===== src/rtl/alu_wb_stage.sv =====
// ALU result/writeback stage: in-order result buffer, Z/C flag register and branch pulse.
// Optional pending-write scoreboard on PEND_MASK when ALU_WB_PENDMASK_EN is defined.
package alu_defs_pkg;
    typedef enum logic [3:0] {
        KADD = 4'd0,
        KSUB = 4'd1,
        KAND = 4'd2,
        kor  = 4'd3,
        KXOR = 4'd4,
        KLSH = 4'd5,
        KRSH = 4'd6,
        KLOA = 4'd7,
        KSTO = 4'd8,
        KBRZ = 4'd9,
        KNOP = 4'd15
    } op_mne;
endpackage

module alu_wb_stage
    import alu_defs_pkg::*;
#(
    parameter int DEPTH  = 2,
    parameter int REG_AW = 3
) (
    input  logic                       CLK,
    input  logic                       RESET_N,
    input  logic                       IN_VALID,
    output logic                       IN_READY,
    input  logic [7:0]                 ALU_OUT,
    input  logic                       ALU_SC,
    input  logic                       ALU_ZERO,
    input  logic                       ALU_BRANCH,
    input  logic [3:0]                 IN_OP,
    input  logic [REG_AW-1:0]          IN_WADDR,
    input  logic                       IN_WEN,
    output logic                       WB_VALID,
    input  logic                       WB_READY,
    output logic [7:0]                 WB_DATA,
    output logic [REG_AW-1:0]          WB_ADDR,
    output logic                       WB_WEN,
    output logic                       FLAG_Z,
    output logic                       FLAG_C,
    output logic                       BR_TAKEN,
    output logic [$clog2(DEPTH):0]     COUNT,
    output logic [(2**REG_AW)-1:0]     PEND_MASK
);
    localparam int PW = $clog2(DEPTH);
    localparam int CW = PW + 1;

    typedef struct packed {
        logic [7:0]        data;
        logic [REG_AW-1:0] addr;
        logic              wen;
    } wb_entry_t;

    wb_entry_t         buf_q [DEPTH];
    logic [PW-1:0]     head_q, head_d, tail_q, tail_d;
    logic [CW-1:0]     count_q, count_d;
    logic              flag_z_q, flag_z_d, flag_c_q, flag_c_d;
    logic              br_q, br_d;
    logic              push, pop, not_empty;

    // Ready is a pure function of registered occupancy, so WB_READY never reaches it.
    assign IN_READY  = (count_q < CW'(DEPTH));
    assign not_empty = (count_q != '0);
    assign push      = IN_VALID && IN_READY;
    assign pop       = not_empty && WB_READY;

    always_comb begin
        head_d   = head_q;
        tail_d   = tail_q;
        count_d  = count_q;
        flag_z_d = flag_z_q;
        flag_c_d = flag_c_q;
        br_d     = push && ALU_BRANCH;
        if (push) tail_d = tail_q + 1'b1;
        if (pop)  head_d = head_q + 1'b1;
        case ({push, pop})
            2'b10:   count_d = count_q + 1'b1;
            2'b01:   count_d = count_q - 1'b1;
            default: count_d = count_q;
        endcase
        if (push) begin
            case (IN_OP)
                KADD, KSUB: begin
                    flag_z_d = ALU_ZERO;
                    flag_c_d = ALU_SC;
                end
                KAND, KXOR, kor, KLSH, KRSH: flag_z_d = ALU_ZERO;
                default: ;
            endcase
        end
    end

    always_ff @(posedge CLK) begin
        if (!RESET_N) begin
            head_q   <= '0;
            tail_q   <= '0;
            count_q  <= '0;
            flag_z_q <= 1'b0;
            flag_c_q <= 1'b0;
            br_q     <= 1'b0;
        end else begin
            head_q   <= head_d;
            tail_q   <= tail_d;
            count_q  <= count_d;
            flag_z_q <= flag_z_d;
            flag_c_q <= flag_c_d;
            br_q     <= br_d;
        end
    end

    // Payload needs no reset: occupancy alone decides what is live.
    always_ff @(posedge CLK) begin
        if (RESET_N && push) buf_q[tail_q] <= '{data: ALU_OUT, addr: IN_WADDR, wen: IN_WEN};
    end

    assign WB_VALID = not_empty;
    assign WB_DATA  = not_empty ? buf_q[head_q].data : '0;
    assign WB_ADDR  = not_empty ? buf_q[head_q].addr : '0;
    assign WB_WEN   = not_empty && buf_q[head_q].wen;
    assign FLAG_Z   = flag_z_q;
    assign FLAG_C   = flag_c_q;
    assign BR_TAKEN = br_q;
    assign COUNT    = count_q;

`ifdef ALU_WB_PENDMASK_EN
    logic [DEPTH-1:0] vld_q, vld_d;

    always_comb begin
        vld_d = vld_q;
        if (pop)  vld_d[head_q] = 1'b0;
        if (push) vld_d[tail_q] = 1'b1;
    end

    always_ff @(posedge CLK) begin
        if (!RESET_N) vld_q <= '0;
        else          vld_q <= vld_d;
    end

    always_comb begin
        PEND_MASK = '0;
        for (int i = 0; i < DEPTH; i++) begin
            if (vld_q[i] && buf_q[i].wen) PEND_MASK[buf_q[i].addr] = 1'b1;
        end
    end
`else
    assign PEND_MASK = '0;
`endif

endmodule


===== config.mk =====
export PLATFORM = sky130hd
export DESIGN_NAME = alu_wb_stage
export DESIGN_NICKNAME = d
export VERILOG_FILES = /design/src/rtl/alu_wb_stage.sv
export SDC_FILE = /design/constraint.sdc
export NUM_CORES = 1
export LEC_CHECK = 0
export BUFFER_PORTS_ARGS = -buffer_cell sky130_fd_sc_hd__buf_2
export CAP_MARGIN = 20
export CORE_MARGIN = 8
export CORE_UTILIZATION = 51
export CTS_BUF_LIST = sky130_fd_sc_hd__clkbuf_8 sky130_fd_sc_hd__clkbuf_16
export DETAILED_ROUTE_END_ITERATION = 16
export PLACE_DENSITY = 0.83
export SYNTH_ARGS = -nofsm -noshare
export SYNTH_HDL_FRONTEND = slang
export SYNTH_SLANG_ARGS = --single-unit
export TNS_END_PERCENT = 5

===== constraint.sdc =====
create_clock -name CLK -period 2.5 [get_ports CLK]
set_input_delay 0.5 -clock CLK [delete_from_list [all_inputs] [get_ports CLK]]
set_output_delay 0.5 -clock CLK [all_outputs]
set_load 0.05 [all_outputs]

==> impl_metrics.json, run 1 <==
{
  "fin_ws_ns": 0.3013,
  "ys_async_sr_fraction_pct": 0,
  "synth_cell_types": 22,
  "instances_no_fill": 175,
  "detailedPlacementHpwl_mm": 1.921,
  "globalRoute.totalOverflow": 0,
  "clock_skew_ns": 0.003731,
  "min_period_ns": 2.199,
  "cp-start-kind": "flop",
  "grt_pass1_wl_mm": 3.622,
  "regToRegEndpoint": "COUNT[1]",
  "max_slew_margin_pct": 43.31,
  "cellPowerDensity_nw_per_um2": 1285,
  "ff2ff_path_depth": 5,
  "hold-path-cell-count": 1,
  "synth_top_area_cell": "edfxtp_1",
  "dieArea_um2": 4469,
  "proportion_of_layout_cells_with_a_drive_suffix_above_1_pct": 35.17,
  "route.detailed.wl_per_inst_um": 13.82,
  "start_util_pct": 53.72,
  "post_drt_via_cell_ratio": 4.891,
  "vias": 856,
  "maximum_number_of_pins_on_one_net_before_global_route_repair": 14,
  "finalWeightedCongestion": 0.6711,
  "hold_start": "ALU_OUT[7]",
  "vias_in_the_first_global_route": 892,
  "grt_util_all_layers_pct": 11.06,
  "synth.area.top_cells": "edfxtp_1, dfxtp_1, mux2i_1",
  "antenna_cells": 0,
  "cts_tree": "built",
  "rows": 18,
  "ys_dominant_reg_cell": "edfxtp_1",
  "fmax_achieved_ghz": 0.4548,
  "worstPathArrival_ns": 1.70,
  "synth_cells": 99,
  "reg2reg_from": "COUNT[0]",
  "setup_viol": 0,
  "hold-path-endpoint": "buf_q[1][11]",
  "worst_skew_late_latency_ns": 0.27,
  "path_clk_slew_ns": 0.06,
  "compound_cell_area_share_of_the_yosys_netlist_pct": 1.992,
  "synth_seq_area_share_pct": 66.79,
  "numPlacedInstances": 167,
  "dieWidth_um": 66.85,
  "crit_path_end_kind": "output port",
  "status": "completed",
  "critPathRequiredTime_ns": 2.00,
  "die_h_um": 66.85,
  "maxCapViolations": 0,
  "ant_nets": 0,
  "net_count_reported_at_finish": 168,
  "synthDominantCellAreaShare_pct": 54.65,
  "top_level_ports": 50,
  "syn2layout_area_growth_pct": 22.20,
  "placement.setup.worst_slack_ns": 0.5882,
  "final-hold-violation-count": 0,
  "drc_errors": 0,
  "synth_common_cells": "edfxtp_1, mux2i_1, nor2_1, buf_4, dfxtp_1",
  "max-vdd-ir-drop_uv": 882.9,
  "clock_tree.root_cell": "clkbuf_8",
  "core_um2": 2455,
  "first_iter_violations": 5,
  "tightestPinTransition_ns": 0.8473,
  "cts.sink_count": 32,
  "ctsHtreeMaxLevel": 2,
  "yosys-mux-area-fraction_pct": 10.63,
  "buffer_ports.inserted": 41,
  "routed_wl_mm": 2.419,
  "grt_antenna_before_repair": 0,
  "synth-adder-area-share_pct": 0.9488,
  "leakage_nw": 0.6921,
  "critical_setup_path_kind": "reg -> out",
  "cts_made_buffers": 5,
  "drtPass1Iterations": 2,
  "timing.final.crit_share_pct": 87.95,
  "hold_class": "in -> reg",
  "cts_post_setup_buffers_inserted": 0,
  "total_negative_slack_for_setup_checks_ns": 0,
  "finalMaxSlewViolations": 0,
  "synth-xor-area-share_pct": 2.657,
  "cts_resized": 0,
  "cts-root-to-sink-buffers": 2,
  "crit_path_max_fanout": 13,
  "yosys.cell_count.top_type": "edfxtp_1",
  "dominant_combinational_cell_family_by_area_after_synthesis": "multiplexers",
  "ys_ff_latch": 32,
  "unrepaired_setup_endpoints_after_global_routing": "false",
  "synthesis.area_um2": 1319,
  "yosysWarningCount": 0,
  "r2r_slack_ns": 0.81,
  "ctsHoldBuffers": 0,
  "avgSynthCellArea_um2": 13.32,
  "yosys.area_share.simple_pct": 9.962,
  "synth_enable_flop_cells": 24
}
## area by class of cell
class | instances | area, µm²
Sequential cell | 32 | 880.8
Tap cell | 30 | 37.54
Timing Repair Buffer | 42 | 212.7
Inverter | 4 | 15.01
Multi-Input combinational cell | 59 | 375.4
Clock buffer | 6 | 82.58
Clock inverter | 2 | 7.507
Fill cell | 202 | 843.3
## state kept, by name, indices dropped and copies added (netlist names), named ones only
signal	flops
buf_q	24
COUNT	2
BR_TAKEN	1
FLAG_C	1
FLAG_Z	1
head_q	1
tail_q	1
## metrics by stage
stage | util [%] | cell area, µm² | hold slack, ns | total power (W)
2_1_floorplan | - | 1345 | 0.5522 | 0.001509
3_3_place_gp | 61.98 | 1521 | 0.4422 | 0.001688
3_5_place_dp | 61.98 | 1521 | 0.4604 | 0.001721
4_1_cts | 65.65 | 1612 | 0.4047 | 0.002092
5_1_grt | 65.65 | 1612 | 0.4067 | 0.002172
6_report | 65.65 | 1612 | 0.4127 | 0.002071
## cells by family after synthesis
group                      after synthesis
and+or+nand+nor                         28
other                                    1
muxes                                   14
buffers and inverters                   15
DFF                                     32
xor gates and xnor gates                 4
adders and majority gates                1
AOI/OAI and AO/OA                        4
## critical path: stages (launching register included)
cell	delay [ns]
dfxtp_1	0.37
nor2_1	0.68
nor2_1	0.12
buf_2	0.25
## per-layer routing
metal	GRT usage (%)	share of wire [%]
met1	11.13	36
met4	7.050	2.1
met2	18.04	48
met3	5.201	14
met5	0	0
## layout by cell type (no fill, tap or decap)
master	count
xnor2_1	4
nor4_1	1
inv_2	1
a311oi_1	1
and2_1	4
nor2b_2	1
o21ai_0	2
conb_1	8
nand2_1	5
mux2i_1	14
buf_2	41
inv_1	5
or3_1	1
buf_4	1
dfxtp_1	8
clkbuf_8	6
a21boi_1	1
ha_1	1
and3_1	1
nor2_1	14
edfxtp_1	24
and3_2	1
## worst max path at each step
stage	from	endpoint
finish	COUNT[0]	WB_WEN
global route	COUNT[0]	WB_WEN
CTS	COUNT[0]	WB_WEN
detailed placement	COUNT[0]	WB_WEN
global placement	COUNT[1]	WB_DATA[6]
floorplan	COUNT[0]	WB_ADDR[2]
## where the power goes
group	leakage, nW	internal, W	switching [W]	total [W]
combinational	0.353	0.000248	0.000720	0.000968
clock	0.0538	0.000215	0.000156	0.000371
sequential	0.286	0.000653	0.0000787	0.000732
No activity file was read; power rests on OpenSTA's default activity.
==> run 2, diff against run 1 <==
--- a/config.mk
+++ b/config.mk
@@ -5,7 +5,7 @@
 export SDC_FILE = /design/constraint.sdc
 export NUM_CORES = 1
 export LEC_CHECK = 0
-export BUFFER_PORTS_ARGS = -buffer_cell sky130_fd_sc_hd__buf_2
+export BUFFER_PORTS_ARGS = -buffer_cell sky130_fd_sc_hd__clkbuf_2
 export CAP_MARGIN = 20
 export CORE_MARGIN = 8
 export CORE_UTILIZATION = 51
==> run 2 against run 1 <==
Critical path depth unchanged; clock power up 41%; flip-flop and latch count did not move; setup slack worse by 0.018 ns; fmax down 0.83%; final cell count did not move; die area stayed put; non-clock buffer count unchanged; sequential share of layout area down 1.2 points; sequential power about the same; routed wire length down 0.37%; clock skew about the same; critical endpoint is now WB_DATA[7]; largest cell class unchanged; largest power group unchanged; highest routed layer unchanged.
==> impl_metrics.json, run 2 (synthesis gave the netlist of run 1 again) <==
{
  "clock_tree.root_cell": "clkbuf_8",
  "syn2layout_area_growth_pct": 24.95,
  "grt_pass1_wl_mm": 3.663,
  "register_area_um2": 880.8,
  "multi_input_comb_area_um2": 375.4,
  "numPlacedInstances": 167,
  "cp-start-kind": "flop",
  "switching_power_w": 0.0009676,
  "routed_wl_mm": 2.410,
  "crit_path_end_kind": "output port",
  "start_util_pct": 53.72,
  "status": "completed",
  "grt_antenna_before_repair": 0,
  "power.clock.fraction_pct": 23.7,
  "hold-path-endpoint": "buf_q[1][6]",
  "worstPathArrival_ns": 1.72,
  "route.detailed.wl_per_inst_um": 13.77,
  "max-vdd-ir-drop_uv": 1092,
  "first_iter_violations": 12,
  "hold-path-cell-count": 1,
  "cts_post_setup_buffers_inserted": 0,
  "cellPowerDensity_nw_per_um2": 1344,
  "clock_skew_ns": 0.003686,
  "ff2ff_path_depth": 5,
  "post_drt_via_cell_ratio": 4.794,
  "vias": 839,
  "cts.sink_count": 32,
  "top_level_ports": 50,
  "globalRoute.totalOverflow": 0,
  "maximum_number_of_pins_on_one_net_before_global_route_repair": 14,
  "core_um2": 2455,
  "max_slew_margin_pct": 44.87,
  "maxCapViolations": 0,
  "vias_in_the_first_global_route": 853,
  "unrepaired_setup_endpoints_after_global_routing": "false",
  "tightestPinTransition_ns": 0.8239,
  "hold_class": "in -> reg",
  "layout.filler_cells": 194,
  "top_register": "buf_q",
  "dieWidth_um": 66.85,
  "critPathRequiredTime_ns": 2.00,
  "dieArea_um2": 4469,
  "min_period_ns": 2.217,
  "cts_tree": "built",
  "finalMaxSlewViolations": 0,
  "grt_util_all_layers_pct": 11.45,
  "final_core_utilization_pct": 67.13,
  "path_clk_slew_ns": 0.06,
  "postLayoutCellArea_um2": 1648,
  "placedInstanceArea_um2": 1521,
  "ctsHoldBuffers": 0,
  "drtPass1Iterations": 2,
  "cts_made_buffers": 5,
  "crit_path_max_fanout": 13,
  "setup_viol": 0,
  "power.switching_fraction_pct": 43.70,
  "drc_errors": 0,
  "critical_setup_path_kind": "reg -> out",
  "antenna_cells": 0,
  "buffer_ports.inserted": 41,
  "most_used_cells_in_the_layout_excluding_fill_and_tap_cells": "clkbuf_2, edfxtp_1, nor2_1, mux2i_1",
  "combinationalPowerShare_pct": 43.4,
  "leakage_nw": 0.6981,
  "instances_no_fill": 175,
  "power_report.internal_total_w": 0.001247,
  "fmax_achieved_ghz": 0.4511,
  "cts_resized": 0,
  "ctsHtreeMaxLevel": 2,
  "reg2reg_from": "COUNT[1]",
  "ant_nets": 0,
  "final-hold-violation-count": 0,
  "worst_skew_late_latency_ns": 0.28,
  "p_seq_share_pct": 33.0,
  "regToRegEndpoint": "COUNT[1]",
  "cts-root-to-sink-buffers": 2,
  "die_h_um": 66.85,
  "layout_commonest_cell": "clkbuf_2",
  "largest_reg_flops": 24,
  "proportion_of_layout_cells_with_a_drive_suffix_above_1_pct": 36.55,
  "timing.final.crit_share_pct": 88.68,
  "rows": 18,
  "worst_setup_path_startpoint": "COUNT[0]",
  "hold_start": "ALU_OUT[2]",
  "total_negative_slack_for_setup_checks_ns": 0,
  "power.total_w": 0.002214,
  "finalWeightedCongestion": 0.7096,
  "detailedPlacementHpwl_mm": 1.863,
  "r2r_slack_ns": 0.88,
  "net_count_reported_at_finish": 168
}
==> run 2: final cells by class <==
class / count / area share [%]
Clock inverter: 1 / 1.822
Tap cell: 30 / 2.278
Inverter: 4 / 0.9112
Multi-Input combinational cell: 59 / 22.78
Timing Repair Buffer: 42 / 12.91
Clock buffer: 7 / 5.847
Sequential cell: 32 / 53.45
==> run 2: per-stage QoR <==
stage               hold slack [ns]  setup slack [ns]
floorplan                    0.5522            0.2811
global placement             0.4450            0.6418
detailed placement           0.4710            0.5382
CTS                          0.3992            0.2310
global route                 0.3971            0.1270
finish                       0.4088            0.2830
==> run 2: power by group through the flow <==
stage | Clock, W | Sequential, W | Combinational (W)
after floorplan | 0 | 0.000768 | 0.000742
after global routing | 0.000553 | 0.000739 | 0.00102
final | 0.000524 | 0.000730 | 0.000961
after detailed placement | 0 | 0.000741 | 0.000972
after CTS | 0.000533 | 0.000730 | 0.000974
after global placement | 0 | 0.000734 | 0.000953
==> run 2: critical path, stage by stage (launching register included) <==
cell and delay, ns:
dfxtp_1 0.36, nor2_1 0.66, nor2_1 0.14, clkbuf_2 0.28
==> run 2: worst max path at each step <==
stage	cells past startpoint	slack [ns]	to
floorplan	3	0.28	WB_ADDR[2]
global placement	3	0.64	WB_DATA[5]
detailed placement	3	0.54	WB_DATA[7]
CTS	3	0.23	WB_DATA[7]
global route	3	0.13	WB_ADDR[1]
finish	3	0.28	WB_DATA[7]
==> run 2: layer usage <==
metal / routed length, µm / GRT usage [%]
met5: 0 / 0
met4: 48 / 6.266
met2: 1082 / 18.40
met1: 894 / 10.74
met3: 383 / 7.718
